### src/rtl/md_alu_sequencer.sv
// md_alu_sequencer: multi-cycle MULTU/DIVU controller that time-shares the EX-stage ALU.
// Each iteration issues one ADD (multiply) or SUB (divide) on the ALU port. The carry or
// borrow is rebuilt from the operand and result MSBs. The block owns the HI/LO result registers.
//
// Optional feature macro: SIGNED_MD_EN
//   Adds signed MULT/DIV, selected by op[1]. Operands are reduced to magnitudes on accept.
//   A one-cycle FIX state then restores the result signs.
//
// Ports
//   clk, rst_n          clock (rising edge), asynchronous active-low reset
//   start, op           request (sampled only in IDLE); op[0]=div, op[1]=signed
//   src_a, src_b        multiplicand/dividend and multiplier/divisor, captured on accept
//   alu_a, alu_b        ALU operands (zero outside ITER)
//   alu_ctrl            ALU control code (ALU_ADD outside ITER)
//   alu_result          combinational ALU result
//   busy                high whenever state != IDLE
//   done                one-cycle pulse; hi/lo valid
//   hi, lo              product[63:32]/[31:0] or remainder/quotient
module md_alu_sequencer #(
    parameter int unsigned WIDTH    = 32,
    parameter logic [2:0]  ALU_ADD  = 3'b010,
    parameter logic [2:0]  ALU_SUB  = 3'b110
) (
    input  logic             clk,
    input  logic             rst_n,
    input  logic             start,
    input  logic [1:0]       op,
    input  logic [WIDTH-1:0] src_a,
    input  logic [WIDTH-1:0] src_b,
    output logic [WIDTH-1:0] alu_a,
    output logic [WIDTH-1:0] alu_b,
    output logic [2:0]       alu_ctrl,
    input  logic [WIDTH-1:0] alu_result,
    output logic             busy,
    output logic             done,
    output logic [WIDTH-1:0] hi,
    output logic [WIDTH-1:0] lo
);

    localparam int unsigned CNT_W = $clog2(WIDTH);

    typedef enum logic [1:0] {
        S_IDLE = 2'd0,
        S_ITER = 2'd1,
`ifdef SIGNED_MD_EN
        S_FIX  = 2'd2,
`endif
        S_DONE = 2'd3
    } state_t;

    state_t             state, state_d;
    logic [WIDTH-1:0]   hi_d, lo_d;
    logic [WIDTH-1:0]   opnd, opnd_d;      // multiplicand or divisor
    logic               is_div, is_div_d;
    logic [CNT_W-1:0]   cnt, cnt_d;
    logic               busy_d, done_d;
    logic [WIDTH-1:0]   abs_a, abs_b;
    logic [WIDTH-1:0]   op_a;
    logic               carry, borrow;

`ifdef SIGNED_MD_EN
    logic               sgn, sgn_d;
    logic               neg_a, neg_a_d;
    logic               neg_b, neg_b_d;
`else
    logic               unused_op_sign;
    assign unused_op_sign = op[1];
`endif

    // State, datapath and registered status outputs
    always_ff @(posedge clk or negedge rst_n) begin
        if (!rst_n) begin
            state  <= S_IDLE;
            hi     <= '0;
            lo     <= '0;
            opnd   <= '0;
            is_div <= 1'b0;
            cnt    <= '0;
            busy   <= 1'b0;
            done   <= 1'b0;
`ifdef SIGNED_MD_EN
            sgn    <= 1'b0;
            neg_a  <= 1'b0;
            neg_b  <= 1'b0;
`endif
        end else begin
            state  <= state_d;
            hi     <= hi_d;
            lo     <= lo_d;
            opnd   <= opnd_d;
            is_div <= is_div_d;
            cnt    <= cnt_d;
            busy   <= busy_d;
            done   <= done_d;
`ifdef SIGNED_MD_EN
            sgn    <= sgn_d;
            neg_a  <= neg_a_d;
            neg_b  <= neg_b_d;
`endif
        end
    end

    // Next-state, datapath update and ALU port drive
    always_comb begin
        state_d  = state;
        hi_d     = hi;
        lo_d     = lo;
        opnd_d   = opnd;
        is_div_d = is_div;
        cnt_d    = cnt;
        alu_a    = '0;
        alu_b    = '0;
        alu_ctrl = ALU_ADD;
        abs_a    = src_a;
        abs_b    = src_b;
        op_a     = '0;
        carry    = 1'b0;
        borrow   = 1'b0;
`ifdef SIGNED_MD_EN
        sgn_d    = sgn;
        neg_a_d  = neg_a;
        neg_b_d  = neg_b;
`endif

        case (state)
            S_IDLE: begin
                if (start) begin
`ifdef SIGNED_MD_EN
                    sgn_d   = op[1];
                    neg_a_d = op[1] & src_a[WIDTH-1];
                    neg_b_d = op[1] & src_b[WIDTH-1];
                    abs_a   = neg_a_d ? -src_a : src_a;
                    abs_b   = neg_b_d ? -src_b : src_b;
`endif
                    state_d  = S_ITER;
                    cnt_d    = '0;
                    hi_d     = '0;
                    is_div_d = op[0];
                    if (op[0]) begin
                        lo_d   = abs_a;
                        opnd_d = abs_b;
                    end else begin
                        lo_d   = abs_b;
                        opnd_d = abs_a;
                    end
                end
            end

            S_ITER: begin
                cnt_d = cnt + CNT_W'(1);
                if (is_div) begin
                    // Restoring step: hi[31] is the 33rd bit of the shifted partial remainder
                    op_a     = {hi[WIDTH-2:0], lo[WIDTH-1]};
                    alu_a    = op_a;
                    alu_b    = opnd;
                    alu_ctrl = ALU_SUB;
                    borrow   = (~op_a[WIDTH-1] & opnd[WIDTH-1])
                             | (~(op_a[WIDTH-1] ^ opnd[WIDTH-1]) & alu_result[WIDTH-1]);
                    if (hi[WIDTH-1] | ~borrow) begin
                        hi_d = alu_result;
                        lo_d = {lo[WIDTH-2:0], 1'b1};
                    end else begin
                        hi_d = op_a;
                        lo_d = {lo[WIDTH-2:0], 1'b0};
                    end
                end else begin
                    // Shift-add step: the 33-bit sum shifts right into {hi,lo}
                    alu_a    = hi;
                    alu_b    = opnd;
                    alu_ctrl = ALU_ADD;
                    carry    = (hi[WIDTH-1] & opnd[WIDTH-1])
                             | ((hi[WIDTH-1] | opnd[WIDTH-1]) & ~alu_result[WIDTH-1]);
                    if (lo[0]) begin
                        hi_d = {carry, alu_result[WIDTH-1:1]};
                        lo_d = {alu_result[0], lo[WIDTH-1:1]};
                    end else begin
                        hi_d = {1'b0, hi[WIDTH-1:1]};
                        lo_d = {hi[0], lo[WIDTH-1:1]};
                    end
                end
                if (cnt == CNT_W'(WIDTH - 1)) begin
`ifdef SIGNED_MD_EN
                    state_d = sgn ? S_FIX : S_DONE;
`else
                    state_d = S_DONE;
`endif
                end
            end

`ifdef SIGNED_MD_EN
            S_FIX: begin
                // Restore signs of the magnitude result
                if (!is_div) begin
                    if (neg_a ^ neg_b) begin
                        {hi_d, lo_d} = -{hi, lo};
                    end
                end else begin
                    if (neg_a ^ neg_b) begin
                        lo_d = -lo;
                    end
                    if (neg_a) begin
                        hi_d = -hi;
                    end
                end
                state_d = S_DONE;
            end
`endif

            S_DONE: begin
                state_d = S_IDLE;
            end

            default: begin
                state_d = S_IDLE;
            end
        endcase

        busy_d = (state_d != S_IDLE);
        done_d = (state_d == S_DONE);
    end

endmodule

### config.mk
export PLATFORM = sky130hd
export DESIGN_NAME = md_alu_sequencer
export DESIGN_NICKNAME = d
export VERILOG_FILES = /design/src/rtl/md_alu_sequencer.sv
export SDC_FILE = /design/constraint.sdc
export NUM_CORES = 1
export LEC_CHECK = 0
export CAP_MARGIN = 10
export CORE_ASPECT_RATIO = 1.1
export CORE_MARGIN = 5
export CORE_UTILIZATION = 65
export DETAILED_ROUTE_END_ITERATION = 12
export DONT_BUFFER_PORTS = 1
export GPL_TIMING_DRIVEN = 0
export MAX_ROUTING_LAYER = met4
export PLACE_DENSITY = 0.85
export SLEW_MARGIN = 20
export SYNTH_ARGS = -nofsm -noshare
export SYNTH_HDL_FRONTEND = slang
export SYNTH_SLANG_ARGS = --single-unit
### constraint.sdc
create_clock -name clk -period 1.8 [get_ports clk]
set_input_delay 0.27 -clock clk [delete_from_list [all_inputs] [get_ports clk]]
set_output_delay 0.27 -clock clk [all_outputs]
set_load 0.02 [all_outputs]
Yosys cells after proc, flatten, opt, wreduce, memory -nomap -nowiden
Cells that the tools add are included.
- mux-type cells: 22
- reduce and logical (&&, ||, !) cells: 5
- add/subtract/negate cells: 1
- equal/unequal tests: 4
- bitwise gates (word level): 13
- operator list (kind ; count):
    $mux W32 ; 12
    $pmux W32 S2 ; 2
    $pmux W5 S2 ; 1
    $mux W3 ; 2
    $add A5 B1 Y5 const B ; 1
    $eq A5 B5 Y1 const B ; 1
    $mux W5 ; 1
    $and A1 B1 Y1 ; 4
    $mux W2 ; 2
    $not A1 Y1 ; 4
    $or A1 B1 Y1 ; 4
    $pmux W2 S2 ; 1
    $reduce_and A2 Y1 ; 2
    $reduce_bool A2 Y1 ; 2
    $eq A2 B1 Y1 const B ; 1
    $eq A2 B2 Y1 const B ; 1
    $logic_not A2 Y1 ; 1
    $ne A2 B2 Y1 const B ; 1
    $mux W1 ; 1
    $xor A1 B1 Y1 ; 1
- register bits: 106
- word-level logic and storage cells: 53
- output and inout bits: 133
- bits of input ports: 101

Depth between registers and ports, before layout
- depth in word-level cells: 9
- depth in mapped cells: 8
- gate-level depth less buffers: 6

Worst setup path after synthesis
OpenSTA, ideal clock, no wires.
- path kind: reg2reg
- start: register hi[30]
- end: register hi[6]
- slack: 0.029 ns
- path buffers: 1
- stages on the path, launching flop included: 8
- setup time: 0.125 ns
- clock period less this slack: 1.771 ns
- arrival: 1.646 ns
- data required time: 1.675 ns
- cell sequence: dfrtp_1 > inv_1 > ha_1 > a21oi_1 > nor2_4 > buf_2 > mux2i_1 > o21ai_2
- longest elaborated chain between the ends: 9
- elaborated cells between the ends (all ways): 11
- those cells by class: mux: 3; bitwise: 8
- RTL lines (item ; RTL line ; text):
    from (decl) ; 36 ; output logic [WIDTH-1:0] hi,
    from (signal assigned) ; 88 ; hi <= hi_d;
    $xor A1 B1 Y1 ; 158 ; | (~(op_a[WIDTH-1] ^ opnd[WIDTH-1]) & alu_result[WIDTH-1]);
    $not A1 Y1 ; 158 ;
    $and A1 B1 Y1 ; 158 ;
    $or A1 B1 Y1 (*) ; 158 ;
    $not A1 Y1 (*) ; 159 ; if (hi[WIDTH-1] | ~borrow) begin
    $or A1 B1 Y1 (*) ; 159 ;
    $mux W32 (*) ; 159 ;
    $mux W32 (*) ; 151 ; if (is_div) begin
    $pmux W32 S2 (*) ; 125 ; case (state)
Mark *: on every way between the ends. The rest lies on a longest branch, timed or not.
A chain may end at the register's enable or synchronous reset.

Final worst setup path
- start: register hi[30]
- end: register hi[28]
The elaborated chain is that of the path after synthesis.

==> run summary <==
FP Rows: 40
Global-route wire length before repair: 36.16 mm
Share of cells above drive strength 1: 33.59%
Status: finished, violations left
CTS H-tree depth: 3
Pleak: 3.750 nW
Worst slack, placed: -0.2630 ns
Cells after Synth: 745
Finish-stage setup viols: 31
Vias: 6,328
Max frequency: 536.9 MHz
Final Cell Area: 8741 sq um
Most common cell after layout, fill and taps aside: mux2i_1
Fillers: 638
Max Root-Sink Buffers: 2
WS Path Type: flop to flop
Post-synth ARST share: 100.0%
Final WL: 24.14 mm
Most frequent cells in the layout: mux2i_1, dfrtp_1, nand2_1, nor2_1, o21ai_1
Length in cells of the worst reg-to-reg path: 8
Hold_ws: -0.3929 ns
Ant. Diodes: 0
Slew headroom: 50.19%
Register area: 2655 sq um
Antenna violations before repair: 0
Metal-1 WL: 8.707 mm
Final period util: 103.5%
Met2 wire length: 12.13 mm
DR pass1 iterations: 6
FF-to-FF End: hi[28]$_DFFE_PN0P_
Critical Path RT: 2.02 ns
Vias/cell: 6.848
Number of synthesized flops with an enable pin: 0
Core Area: 11,010 sq um
Unrepaired setup endpoints after global routing: true
Synth warn: 0
Number of global-route vias before repair: 6,677
Initial Util: 66.60%
Crit path max fanout: 8
Primary FF master, synth: dfrtp_1
Final ANT Viol Nets: 0
CP startpoint: hi[30]$_DFFE_PN0P_
Routability Congestion: 0.9128
CTS buffer count: 9
Final setup skew: 0.007620 ns
Top Metal Used: met4
WL/cell: 26.13 um
DR WL met3: 2.621 mm
Sequential-to-total area share from yosys stat: 36.17%
Measured slew at the worst slew-check pin: 0.7471 ns
Hold Fails Final Rpt: 106
Final net count: 876
Switching pwr: 0.009666 W
HPWL Detailed: 15.69 mm
Clk pin slew, worst setup/hold paths: 0.07 ns
Sink Count: 106
Largest net degree at the start of global routing: 107
Clk network pwr share: 10.9%
Gr ovfl total: 0
Number of I/O port buffers: 0
CP Launch Type: flop
Failing checks: hold timing, setup timing
Die height: 121.4 um
Placed cell areas: 7517 sq um
Pint: 0.009741 W
Crit path arrival time: 2.08 ns
Share of power burned in registers: 31.8%
Worst setup margin: -0.06260 ns
Final core occ: 79.39%
Mean area per synthesized cell: 9.843 sq um
Hold crit path type: input pin to asynchronous set/reset pin
Final Max Tran Viols: 0
DIE WIDTH: 111.3 um
Worst vdd ir: 1.626 mV
CTS tree: built
Design Power: 0.01941 W
I/O pin total: 234
Switching Share: 49.81%
Area grow syn2layout: 19.19%
Final Critical Period: 1.863 ns
Multi-input gate area: 4664 sq um
CP Capture Type: flop
Power per cell area: 2220 nW/um^2
Max-Cap Viols: 0
Gate power share: 57.4%
Synth Cell Area: 7333 sq um
DIE AREA: 13,510 sq um
Worst-Skew Late Latency: 0.35 ns
R2R Path Start: hi[30]$_DFFE_PN0P_
Starting DRT DRC Count: 466
Clk root buf: clkbuf_16
Synthesized Nets: 849
DRC Markers: 0
Reg2Reg Setup Slack: -0.06 ns
#FFs+latches synth: 106
Yosys cell types: 45
Global Route Usage Sum: 34.34%
==> layout make-up <==
class | count | share of cell area (%)
plain buffers | 69 | 7.401
clock buffers | 11 | 2.891
clock inverters | 5 | 0.7014
inverters | 21 | 0.9304
multi-input cells | 549 | 53.36
flip-flops and latches | 106 | 30.38
well taps | 147 | 2.104
repair buffers | 16 | 2.233
==> cells by family after synthesis <==
kind of cell    after synthesis  share of synthesized area (%)
compound gates              187                          20.24
fa+ha+maj                     4                         0.6484
buf+inv                      90                          7.405
flops                       106                          36.17
mux                         172                          23.99
other cells                   2                         0.1024
simple gates                184                          11.45
==> power by group through the flow <==
stage	Sequential [W]	Clock, W	Combinational, W
2_1_floorplan	0.00539	0	0.00713
3_3_place_gp	0.00586	0	0.00809
3_5_place_dp	0.00593	0	0.00838
4_1_cts	0.00594	0.00211	0.0100
5_1_grt	0.00630	0.00220	0.0118
6_report	0.00616	0.00211	0.0111
==> flip-flops by register name, indices dropped and copies added (netlist names) <==
register	count
done	1
hi	32
cnt	5
is_div	1
lo	32
busy	1
state	2
opnd	32
==> cells in the mapped netlist (18+ instances only) <==
master | number | area, sq um
a21oi_1 | 34 | 170.2
and2_1 | 34 | 212.7
buf_2 | 23 | 115.1
dfrtp_1 | 106 | 2653
inv_1 | 18 | 67.56
mux2_1 | 29 | 326.6
mux2i_1 | 142 | 1421
nand2_1 | 53 | 198.9
nor2_1 | 83 | 311.6
o21ai_1 | 46 | 230.2
o21ai_2 | 20 | 175.2
==> how the worst max path moves through the flow <==
stage	slack (ns)	depth (start not counted)	end
after floorplan	0.03	7	hi[6]$_DFFE_PN0P_
after global placement	-0.15	7	hi[21]$_DFFE_PN0P_
after detailed placement	-0.26	7	hi[4]$_DFFE_PN0P_
after CTS	-0.05	4	alu_a[30]
after global routing	-0.13	4	alu_a[16]
final	-0.06	8	hi[28]$_DFFE_PN0P_
==> timing repair <==
item | in CTS | in global routing
pin swaps | 26 | 2
gates cloned | 2 | 2
buffers inserted | 7 | 5
setup endpoints to repair | 95 | 96
hold endpoints to repair | 106 | 106
gates resized for setup | 182 | 43
==> layer usage <==
metal  track usage, %  vias up
met3            9.825       72
li1                 -     2714
met1            38.64     3098
met4            13.38        0
met2            58.22      444
met5                -        -
==> worst max-delay path, cell delays in order, from the launching register on <==
cell and delay, ns:
dfrtp_2 0.51, inv_2 0.09, ha_4 0.28, a21oi_4 0.06
nor2_4 0.12, buf_12 0.16, clkbuf_16 0.16, mux2i_2 0.24
o21ai_1 0.12
==> metrics by stage <==
stage	setup TNS [ns]	instances
after floorplan	0	745
after global placement	-3.468	892
after detailed placement	-5.562	892
after CTS	-0.7049	917
after global routing	-3.468	924
final	-0.8309	924
No activity file was read; power rests on OpenSTA's default activity.
